<file path="src/rtl/alu_wide_op_sequencer.sv">
// alu_wide_op_sequencer
//
// Runs a 32-bit ADD/SUB on a shared 16-bit ALU. Each operation takes three ALU cycles:
//   - PRESET loads the ALU carry flag.
//   - LOW runs ADC on the low halves.
//   - HIGH runs ADC on the high halves.
// The ALU's registered carry chains the halves. The 32-bit result and merged flags are then
// returned over a valid/ready handshake.
//
// Optional feature: define ALU_WIDE_CMP_EN to make ReqOp=10 a compare.
//   - A compare runs the SUB sequence.
//   - It reports zero as the result.
//   - It returns the SUB flags.
//
// Ports:
//   Clock, Reset             clock; synchronous active-low reset
//   ReqValid/ReqReady        request handshake
//   ReqOp                    request op: 00 ADD, 01 SUB, 10 CMP/ADD, 11 ADD
//   ReqA, ReqB               request operands
//   AluA, AluB               ALU operands
//   AluFunSel, AluWF         ALU function select and flag write enable
//   AluOut, AluFlags         ALU result and registered flags {Z,C,N,O}
//   RspValid/RspReady        response handshake
//   RspResult, RspFlags      response result and flags {Z,C,N,O}
// Note: the ALU flag register is left holding the high-half ADC flags.
module alu_wide_op_sequencer (
    input  logic        Clock,
    input  logic        Reset,
    input  logic        ReqValid,
    output logic        ReqReady,
    input  logic [1:0]  ReqOp,
    input  logic [31:0] ReqA,
    input  logic [31:0] ReqB,
    output logic [15:0] AluA,
    output logic [15:0] AluB,
    output logic [4:0]  AluFunSel,
    output logic        AluWF,
    input  logic [15:0] AluOut,
    input  logic [3:0]  AluFlags,
    output logic        RspValid,
    input  logic        RspReady,
    output logic [31:0] RspResult,
    output logic [3:0]  RspFlags
);

    localparam logic [4:0] FunIdle = 5'b10000;
    localparam logic [4:0] FunLsl  = 5'b11011;
    localparam logic [4:0] FunAdc  = 5'b10101;

    typedef enum logic [2:0] {StIdle, StPreset, StLow, StHigh, StFlags, StResp} state_e;

    state_e      state_q, state_d;
    logic [31:0] a_q, a_d;
    logic [31:0] b_q, b_d;      // already inverted for SUB/CMP
    logic        sub_q, sub_d;
    logic [31:0] res_q, res_d;
    logic [3:0]  flags_q, flags_d;
    logic        req_sub;

`ifdef ALU_WIDE_CMP_EN
    logic cmp_q, cmp_d;
    assign req_sub   = (ReqOp == 2'b01) || (ReqOp == 2'b10);
    // A compare keeps the difference internally for Z but reports zero.
    assign RspResult = cmp_q ? 32'd0 : res_q;
`else
    assign req_sub   = (ReqOp == 2'b01);
    assign RspResult = res_q;
`endif

    assign RspFlags = flags_q;

    always_ff @(posedge Clock) begin
        if (!Reset) begin
            state_q <= StIdle;
            a_q     <= '0;
            b_q     <= '0;
            sub_q   <= 1'b0;
            res_q   <= '0;
            flags_q <= '0;
`ifdef ALU_WIDE_CMP_EN
            cmp_q   <= 1'b0;
`endif
        end else begin
            state_q <= state_d;
            a_q     <= a_d;
            b_q     <= b_d;
            sub_q   <= sub_d;
            res_q   <= res_d;
            flags_q <= flags_d;
`ifdef ALU_WIDE_CMP_EN
            cmp_q   <= cmp_d;
`endif
        end
    end

    always_comb begin
        state_d   = state_q;
        a_d       = a_q;
        b_d       = b_q;
        sub_d     = sub_q;
        res_d     = res_q;
        flags_d   = flags_q;
`ifdef ALU_WIDE_CMP_EN
        cmp_d     = cmp_q;
`endif
        ReqReady  = 1'b0;
        RspValid  = 1'b0;
        AluA      = 16'h0000;
        AluB      = 16'h0000;
        AluFunSel = FunIdle;
        AluWF     = 1'b0;

        unique case (state_q)
            StIdle: begin
                ReqReady = 1'b1;
                if (ReqValid) begin
                    a_d     = ReqA;
                    b_d     = req_sub ? ~ReqB : ReqB;
                    sub_d   = req_sub;
`ifdef ALU_WIDE_CMP_EN
                    cmp_d   = (ReqOp == 2'b10);
`endif
                    state_d = StPreset;
                end
            end
            StPreset: begin
                // The shift moves AluA[15] into C, which gives the carry-in for the low ADC.
                AluFunSel = FunLsl;
                AluA      = sub_q ? 16'h8000 : 16'h0000;
                AluWF     = 1'b1;
                state_d   = StLow;
            end
            StLow: begin
                AluFunSel = FunAdc;
                AluA      = a_q[15:0];
                AluB      = b_q[15:0];
                AluWF     = 1'b1;
                res_d     = {res_q[31:16], AluOut};
                state_d   = StHigh;
            end
            StHigh: begin
                AluFunSel = FunAdc;
                AluA      = a_q[31:16];
                AluB      = b_q[31:16];
                AluWF     = 1'b1;
                res_d     = {AluOut, res_q[15:0]};
                state_d   = StFlags;
            end
            StFlags: begin
                // ALU Z only covers the high half, so Z is rebuilt from the full result.
                flags_d = {(res_q == 32'd0), AluFlags[2:0]};
                state_d = StResp;
            end
            StResp: begin
                RspValid = 1'b1;
                if (RspReady) state_d = StIdle;
            end
            default: state_d = StIdle;
        endcase
    end

endmodule

</file>
<file path="config.mk">
export PLATFORM = sky130hd
export DESIGN_NAME = alu_wide_op_sequencer
export DESIGN_NICKNAME = d
export VERILOG_FILES = /design/src/rtl/alu_wide_op_sequencer.sv
export SDC_FILE = /design/constraint.sdc
export NUM_CORES = 1
export LEC_CHECK = 0
export ABC_AREA = 1
export CORE_ASPECT_RATIO = 0.9
export CORE_UTILIZATION = 39
export DETAILED_ROUTE_END_ITERATION = 6
export PLACE_DENSITY = 0.78
export SLEW_MARGIN = 20
export SYNTH_ARGS = -nofsm -noshare
export SYNTH_HDL_FRONTEND = slang
export SYNTH_SLANG_ARGS = --single-unit
</file>
<file path="constraint.sdc">
create_clock -name Clock -period 3.9 [get_ports Clock]
set_input_delay 0.975 -clock Clock [delete_from_list [all_inputs] [get_ports Clock]]
set_output_delay 0.975 -clock Clock [all_outputs]
set_load 0.03 [all_outputs]
</file>
# After elaboration in Yosys (flattened, before gate mapping)
# Cells that the tools add are included.
dict set report op_classes {
  n_eq_ne 8
  n_mux 12
  reduce_logical 8
  bitwise 3
}
# cell n
set ops {}
lappend ops {{$pmux 32 s2} 1}
lappend ops {{$pmux 16 s3} 1}
lappend ops {{$logic_not 32->1} 1}
lappend ops {{$mux 32} 1}
lappend ops {{$not 32->32} 1}
lappend ops {{$pmux 16 s2} 1}
lappend ops {{$pmux 3 s6} 1}
lappend ops {{$mux 16} 1}
lappend ops {{$pmux 4 s2} 1}
lappend ops {{$reduce_and 2->1} 4}
lappend ops {{$eq 3x2->1 const B} 2}
lappend ops {{$eq 3x3->1 const B} 2}
lappend ops {{$mux 3} 2}
lappend ops {{$ne 2x2->1 const B} 2}
lappend ops {{$eq 3x1->1 const B} 1}
lappend ops {{$logic_not 3->1} 1}
lappend ops {{$mux 1} 3}
lappend ops {{$reduce_or 3->1} 1}
lappend ops {{$eq 2x1->1 const B} 1}
lappend ops {{$not 1->1} 2}
lappend ops {{$reduce_or 2->1} 1}
dict set report totals {
  out_inout_bits 76
  regBits 104
  word_cells 38
}

# Depth between registers and ports, before layout
# Gate-level depths: netlist of run 1.
dict set report depth {
  word_depth 3
  ltp_mapped 8
  mapped_depth_nobuf 7
}

# Worst setup path after synthesis of run 1
# Ideal clock, no wire load.
dict set report synth_timing {
  path_kind {register -> output}
  from {register state_q[0]}
  to {output port AluA[15]}
  required_ns 2.925
  slack_ns 1.291
  t_arrival_ns 1.634
  n_path_buf 0
  path_stages_with_launch 5
  cell_sequence {dfxtp_1 > inv_1 > nor3_1 > nand2_1 > o221ai_1}
}
dict set report synth_between {
  elab_chain_len 2
  elab_cells_between_ends 4
}
# element line
set synth_lines {}
lappend synth_lines {{start: declaration} 52} ;# state_e state_q, state_d;
lappend synth_lines {{start signal: assignment} 74} ;# state_q <= StIdle;
lappend synth_lines {{start signal: assignment} 84} ;# state_q <= state_d;
lappend synth_lines {{$eq 3x2->1 / $eq 3x1->1 (equally long branches)} 113} ;# unique case (state_q)
lappend synth_lines {{$pmux 16 s3 *} 113}
lappend synth_lines {{end: declaration} 34} ;# output logic [15:0] AluA,
# Mark *: on every way between the ends. The rest lies on a longest branch, timed or not.

# Worst setup path after layout of run 1
dict set report layout_timing {
  from {register state_q[1]}
  to {output port AluA[15]}
}
# The elaborated chain is that of the path after synthesis.

==> results.yml, run 1 <==
outcome:
  status: "finished, final reports clean"
floorplan:
  coreArea_um2: 10900
  boundaryPins: 166
  dieArea_um2: 11600
  dieHeight_um: 102
  row_count: 36
  start_util_pct: 40.3
  die_w_um: 114
global_routing:
  grtUsageTotal_pct: 19.7
  grt_pass1_wl_um: 18300
  grt_pass1_vias: 3963
  grt_max_degree: 130
  grt_overflow: 0
  antenna_found_initial: 0
synthesis:
  syn-num-nets: 663
  synth_largest_area_cell: "dfxtp_1"
  ys.flop_type: "dfxtp_1"
  synth.distinct_cells: 22
  post-synth-top-area-fraction_pct: 47.6
  syn_inst: 573
  syn_area_um2: 4370
  async_flop_share_pct: 0
  synth_seq_cells: 104
  synth_common_cells: "104 x dfxtp_1, 100 x o21ai_0, 89 x nor2_1"
  synth_edf_count: 0
  yosysWarningCount: 0
  avgSynthCellArea_um2: 7.63
  synth.area.top_cells: "dfxtp_1 48%, o21ai_0 11%, a21oi_1 7.9%"
  synth_most_common_cell: "dfxtp_1"
  ys_seq_area_share_pct: 47.6
worst_hold_path:
  min_from: "b_q[19]$_SDFFE_PN0P_"
  min_path_type: "flop to flop"
timing:
  final_max_slew_viol_count: 0
  timing.final.crit_share_pct: 89.1
  finalSetupTns_ns: 0
  hold_violations: 0
  maxSlewHeadroom_pct: 45.2
  final.min_clock_period_ns: 3.48
  rsz0062_at_grt: "no"
  max_freq_ghz: 0.288
  worstMarginPinSlew_ns: 0.822
  clock_skew_ns: 0.0113
  report.final.setup_viol: 0
clocking:
  cts_buffer_depth: 2
  cts_resized: 0
  cts_max_level: 3
  post_cts_buffers: 0
  clock-sinks: 104
  cts_tree: "built"
  clkTransAtPathRegs_ns: 0.07
  ctsHoldBuffers: 0
  clk_latency_ns: 0.34
  cts_root_buf: "clkbuf_16"
  cts_buffers: 9
layout:
  fin_area_um2: 6320
  fin_util_pct: 58.3
  drive_gt1_share_pct: 3.78
  area_delta_synth_final_pct: 44.7
  n_antenna_cell: 0
  nNetsFinal: 799
power_and_ir_drop:
  power_density_nw_per_um2: 466
  p_leak_nw: 2.33
  total_power_mw: 2.95
  worst_ir_drop_vdd_v: 0.000263
place:
  place_area_um2: 6030
  port_buffers: 163
  globalplace.congestion: 0.829
  hpwl_um: 8010
routing:
  routed_via_density: 4.84
  first_pass_iters: 5
  vias: 4194
  ant_nets: 0
  wl_per_cell_um: 13.2
  wirelength_um: 11500
  drc: 0
  drt_iter0_drc: 269
worst_setup_path:
  start_kind: "flop"
  arrival_ns: 2.50
  crit_type: "flop to primary output"
  worstPathRequired_ns: 2.92
  end_kind: "primary output"
  reg2reg_from: "state_q[2]$_SDFFE_PN0P_"
  critical_path.startpoint: "state_q[1]$_SDFFE_PN0P_"
  crit_path_max_fanout: 19
job:
  max-cap-violations: 0
## final cells by class
type	count	area, um^2
fill	983	4530
sequential	104	2080
multi-input combinational	349	1810
timing repair buffer	168	1660
inverter	77	289
clock buffer	10	239
tap	152	190
clock inverter	6	50.0
## flip-flops by register name, summed over array words and instances, names as in the netlist
register   flops
sub_q          1
a_q           32
state_q        3
RspFlags       4
RspResult     32
b_q           32
## layout by cell type (no fill, tap or decap)
cell,n
a31oi_1,1
clkdlybuf4s50_1,162
nor3_1,2
inv_1,76
o22ai_1,31
nand3_2,1
buf_4,5
a21oi_1,69
inv_6,3
nor2_1,89
nand4_1,3
xnor2_1,32
buf_2,1
nand2_1,16
clkbuf_16,9
inv_8,1
clkinvlp_4,1
o21ai_0,100
dfxtp_1,104
conb_1,1
o221ai_1,1
nand2_2,1
clkinv_2,1
nor2_4,1
clkbuf_8,1
nand2_8,1
inv_2,1
## per-stage QoR
| stage | setup WS, ns | std cells | hold slack (ns) |
|---|---|---|---|
| finish | 0.424 | 866 | 0.455 |
| global route | 0.292 | 866 | 0.473 |
| CTS | 0.398 | 866 | 0.458 |
| detailed placement | 0.778 | 850 | 0.447 |
| global placement | 0.814 | 850 | 0.440 |
| floorplan | 1.29 | 573 | 0.429 |
## final timing paths
check                                  to  slack (ns)  depth (start not counted)
setup / recovery                 AluA[15]        0.42                          4
hold / removal       b_q[19]$_SDFFE_PN0P_        0.46                          2
setup reg to reg  state_q[1]$_SDFFE_PN0P_        1.81                          6
hold reg to reg      b_q[19]$_SDFFE_PN0P_        0.46                          2
## routing by layer
metal  global-route usage, %  vias up  part of all wire [%]
li1                        -     2126                     -
met3                    5.22       16                   6.8
met1                    23.6     1902                    45
met5                       0        -                     0
met2                    34.3      150                    47
met4                    6.68        0                   1.5
## worst max-delay path: stages, from the launching register on
cell	delay, ns
dfxtp_1	0.47
nand3_2	0.38
buf_4	0.36
o221ai_1	0.21
clkdlybuf4s50_1	0.76
## report_power, final
| group | leakage [nW] | switching, mW | internal (mW) |
|---|---|---|---|
| clock | 0.142 | 0.411 | 0.461 |
| combinational | 1.33 | 0.481 | 0.338 |
| sequential | 0.855 | 0.0592 | 1.20 |
| total | 2.33 | 0.951 | 2.00 |
## cell families after synthesis
| group | after synthesis | share of synthesized area (%) |
|---|---|---|
| AOI/OAI and AO/OA | 202 | 24.1 |
| buffers and inverters | 120 | 11.5 |
| and+or+nand+nor | 114 | 10.3 |
| DFF | 104 | 47.6 |
| xor gates and xnor gates | 32 | 6.41 |
| other | 1 | 0.0858 |
Note: power is estimated with default switching activity, not from simulation.
==> run 2: changes to the inputs <==
--- a/config.mk
+++ b/config.mk
@@ -7,10 +7,11 @@
 export LEC_CHECK = 0
 export ABC_AREA = 1
 export CORE_ASPECT_RATIO = 0.9
-export CORE_UTILIZATION = 39
+export CORE_UTILIZATION = 30
 export DETAILED_ROUTE_END_ITERATION = 6
-export PLACE_DENSITY = 0.78
+export PLACE_DENSITY = 0.63
 export SLEW_MARGIN = 20
 export SYNTH_ARGS = -nofsm -noshare
 export SYNTH_HDL_FRONTEND = slang
 export SYNTH_SLANG_ARGS = --single-unit
+export TNS_END_PERCENT = 100
==> results.yml, run 2 (synthesized netlist as in run 1, its figures left out) <==
place:
  port_buffers: 163
  hpwl_um: 8250
  globalplace.congestion: 0.765
  place_area_um2: 6110
outcome:
  status: "finished, final reports clean"
clocking:
  cts_buffer_depth: 2
  cts_tree: "built"
  clkTransAtPathRegs_ns: 0.07
  cts_buffers: 9
  clk_latency_ns: 0.35
  cts_resized: 0
  clock-sinks: 104
  post_cts_buffers: 0
  cts_max_level: 3
  ctsHoldBuffers: 0
  cts_root_buf: "clkbuf_16"
worst_setup_path:
  ff2ff_setup_slack_ns: 1.92
  worstPathRequired_ns: 2.92
  end_kind: "primary output"
  crit_path_max_fanout: 25
  cpMaxStageDelayCell: "clkdlybuf4s50_1"
  crit_type: "flop to primary output"
  cp_cell_sequence: "nand3_2 -> buf_12 -> o22ai_1 -> clkdlybuf4s50_1"
  crit_buf_inv: 2
  slowest_delay_ns: 0.71
  arrival_ns: 2.41
  start_kind: "flop"
  critPathTopFamily: "buffers and inverters"
power_and_ir_drop:
  internal_power_mw: 2.17
  p_switching_mw: 0.931
  switching_share_pct: 30.0
  total_power_mw: 3.10
  pwr-share-comb_pct: 26.7
  worst_ir_drop_vdd_v: 0.000239
  clkPwrFrac_pct: 32.9
  p_leak_nw: 2.37
  p_seq_share_pct: 40.4
  power_density_nw_per_um2: 481
routing:
  routed_via_density: 4.53
  drt_iter0_drc: 223
  wirelength_um: 11700
  ant_nets: 0
  drc: 0
  wl_per_cell_um: 12.9
  first_pass_iters: 4
  vias: 4117
timing:
  max_freq_ghz: 0.296
  rsz0062_at_grt: "no"
  worstMarginPinSlew_ns: 0.891
  report.final.setup_viol: 0
  timing.hold.ws_ns: 0.452
  final.min_clock_period_ns: 3.38
  maxSlewHeadroom_pct: 40.4
  clock_skew_ns: 0.00861
  timing.final.crit_share_pct: 86.7
  final_max_slew_viol_count: 0
  hold_violations: 0
  finalSetupTns_ns: 0
layout:
  area_delta_synth_final_pct: 47.4
  final_cell_mix: "162 x clkdlybuf4s50_1, 104 x dfxtp_1, 100 x o21ai_0"
  drive_gt1_share_pct: 3.91
  fin_area_um2: 6440
  nNetsFinal: 801
  final_common_cell: "clkdlybuf4s50_1"
  n_antenna_cell: 0
floorplan:
  start_util_pct: 31.0
  row_count: 41
  dieArea_um2: 15100
  dieHeight_um: 117
  boundaryPins: 166
  die_w_um: 129
  coreArea_um2: 14100
global_routing:
  grt_pass1_vias: 3841
  grt_max_degree: 76
  antenna_found_initial: 0
  grt_overflow: 0
  grt_pass1_wl_um: 18400
  grtUsageTotal_pct: 15.8
worst_hold_path:
  min_path_type: "flop to flop"
job:
  max-cap-violations: 0
## run 2: metal layers
metal | track usage, % | part of all wire [%]
met5 | 0 | 0
met4 | 5.80 | 1.5
met3 | 4.81 | 6.5
met2 | 26.2 | 47
met1 | 19.4 | 45
## run 2: per-stage QoR
stage	instances	utilization [%]	worst slack [ns]
after floorplan	573	-	1.29
after global placement	893	43.3	0.922
after detailed placement	893	43.3	0.866
after CTS	909	45.7	0.466
after global routing	909	45.7	0.355
final	909	45.7	0.519
## run 2: layout make-up
cell class	instances	area [um^2]
Timing Repair Buffer	170	1690
Sequential cell	104	2080
Inverter	77	289
Multi-Input combinational cell	349	1800
Clock buffer	11	233
Clock inverter	5	104
Tap cell	193	241
Fill cell	1391	7660
## run 2: worst reg2reg max path, delay by kind of cell (launching register included)
family | cells | cell delay, ns
AOI/OAI and AO/OA | 2 | 0.29
DFF | 1 | 0.47
and+or+nand+nor | 3 | 0.67
buffers and inverters | 2 | 0.48
## run 2: worst paths after layout
kind | start | endpoint | cells past startpoint
worst max register to register | state_q[1]$_SDFFE_PN0P_ | a_q[10]$_SDFFE_PN0P_ | 7
worst min register to register | b_q[29]$_SDFFE_PN0P_ | b_q[29]$_SDFFE_PN0P_ | 2
worst max-delay path | state_q[1]$_SDFFE_PN0P_ | AluB[1] | 4
worst min-delay path | b_q[29]$_SDFFE_PN0P_ | b_q[29]$_SDFFE_PN0P_ | 2
## run 2: power by group through the flow
stage | Combinational, mW | Sequential, mW | Clock, mW
floorplan | 0.456 | 1.34 | 0
global placement | 0.818 | 1.28 | 0
CTS | 0.834 | 1.25 | 1.05
finish | 0.827 | 1.25 | 1.02
detailed placement | 0.831 | 1.28 | 0
global route | 0.915 | 1.27 | 1.09
==> run 3: changes to the inputs <==
--- a/config.mk
+++ b/config.mk
@@ -9,7 +9,7 @@
 export CORE_ASPECT_RATIO = 0.9
 export CORE_UTILIZATION = 30
 export DETAILED_ROUTE_END_ITERATION = 6
-export PLACE_DENSITY = 0.63
+export PLACE_DENSITY = 0.6
 export SLEW_MARGIN = 20
 export SYNTH_ARGS = -nofsm -noshare
 export SYNTH_HDL_FRONTEND = slang
==> results.yml, run 3 (synthesized netlist as in run 1, its figures left out) <==
timing:
  final_max_slew_viol_count: 0
  worstMarginPinSlew_ns: 0.912
  max_freq_ghz: 0.286
  timing.final.crit_share_pct: 89.7
  hold_violations: 0
  final.min_clock_period_ns: 3.50
  maxSlewHeadroom_pct: 39.0
  clock_skew_ns: 0.00697
  report.final.setup_viol: 0
  finalSetupTns_ns: 0
  rsz0062_at_grt: "no"
place:
  hpwl_um: 8480
  port_buffers: 163
  globalplace.congestion: 0.784
global_routing:
  grt_max_degree: 130
  grtUsageTotal_pct: 16.0
  grt_overflow: 0
  antenna_found_initial: 0
  grt_pass1_wl_um: 18800
  grt_pass1_vias: 3928
worst_setup_path:
  cpMaxStageDelayCell: "clkdlybuf4s50_1"
  ff2ff_setup_slack_ns: 1.75
  start_kind: "flop"
  r2r_end: "RspResult[0]$_SDFFE_PN0P_"
  crit_path_max_fanout: 33
  end_kind: "primary output"
  arrival_ns: 2.52
  slowest_delay_ns: 0.66
  worstPathRequired_ns: 2.92
  reg2reg_from: "state_q[0]$_SDFFE_PN0P_"
  cp_cell_sequence: "nor2_1 -> nand2_2 -> buf_4 -> nand2_1 -> clkdlybuf4s50_1"
  r2r_cells: 6
  crit_type: "flop to primary output"
routing:
  wl_per_cell_um: 13.2
  routed_via_density: 4.59
  drt_iter0_drc: 182
  ant_nets: 0
  vias: 4161
  first_pass_iters: 5
  drc: 0
  wirelength_um: 11900
power_and_ir_drop:
  p_leak_nw: 2.35
  power_density_nw_per_um2: 481
  worst_ir_drop_vdd_v: 0.000282
clocking:
  cts_tree: "built"
  clkTransAtPathRegs_ns: 0.06
  post_cts_buffers: 0
  cts_buffer_depth: 2
  cts_buffers: 9
  clock-sinks: 104
  cts_root_buf: "clkbuf_16"
  cts_resized: 0
  ctsHoldBuffers: 0
  cts_max_level: 3
  clk_latency_ns: 0.34
floorplan:
  row_count: 41
  dieArea_um2: 15100
  coreArea_um2: 14100
  dieHeight_um: 117
  start_util_pct: 31.0
  die_w_um: 129
  boundaryPins: 166
worst_hold_path:
  min_path_type: "flop to flop"
  hold_depth: 2
  min_from: "a_q[6]$_SDFFE_PN0P_"
  holdPathEnd: "a_q[6]$_SDFFE_PN0P_"
layout:
  n_antenna_cell: 0
  final_cell_mix: "162 x clkdlybuf4s50_1, 104 x dfxtp_1, 100 x o21ai_0"
  drive_gt1_share_pct: 3.51
  fin_util_pct: 45.5
  final_common_cell: "clkdlybuf4s50_1"
  nNetsFinal: 799
  area_delta_synth_final_pct: 47.0
outcome:
  status: "finished, final reports clean"
job:
  max-cap-violations: 0
run 3: changes by cell type in the layout (fill, tap and decap cells not counted), sizes merged:
cell	delta
clkbuf	+1
clkinv	-1
buf	-2
inv	-1
run 3: worst max-delay path by stage:
stage,slack (ns),from,cells after the start,to
after floorplan,1.29,state_q[0]$_SDFFE_PN0P_,4,AluA[15]
after global placement,0.78,state_q[0]$_SDFFE_PN0P_,5,AluFunSel[2]
after detailed placement,0.72,state_q[0]$_SDFFE_PN0P_,5,AluFunSel[2]
after CTS,0.34,state_q[0]$_SDFFE_PN0P_,5,AluFunSel[2]
after global routing,0.24,state_q[2]$_SDFFE_PN0P_,4,AluA[15]
final,0.40,state_q[0]$_SDFFE_PN0P_,5,AluFunSel[2]
run 3: final cells by class:
class	instances	area, um^2
repair buffers	168	1660
well taps	193	241
multi-input cells	349	1810
inverters	77	289
clock inverters	3	90.1
fillers	1379	7680
clock buffers	12	246
flip-flops and latches	104	2080
run 3: power by group:
part / internal [mW] / switching, mW
combinational: 0.338 / 0.483
sequential: 1.20 / 0.0586
clock: 0.642 / 0.371
run 3: stage by stage:
stage          worst slack, ns  power (mW)  hold slack (ns)  instances  area [um^2]
3_3_place_gp             0.777        2.09            0.439        891         6080
2_1_floorplan             1.29        1.79            0.429        573         4370
3_5_place_dp             0.717        2.11            0.445        891         6080
4_1_cts                  0.344        3.13            0.455        906         6420
6_report                 0.402        3.09            0.451        906         6420
5_1_grt                  0.243        3.26            0.471        906         6420
run 3: routing by layer:
| metal | track usage [%] | vias up | share of wire [%] |
|---|---|---|---|
| li1 | - | 2129 | - |
| met1 | 19.7 | 1909 | 45 |
| met2 | 26.6 | 118 | 47 |
| met3 | 6.14 | 5 | 7.7 |
| met4 | 2.82 | 0 | 0.50 |
| met5 | 0 | - | 0 |
run 3: worst max-delay path: cells and delay by family (launching register included):
family	cells	cell delay, ns
buffers and inverters	2	1.07
AND/OR/NAND/NOR	3	0.74
flip-flops	1	0.36
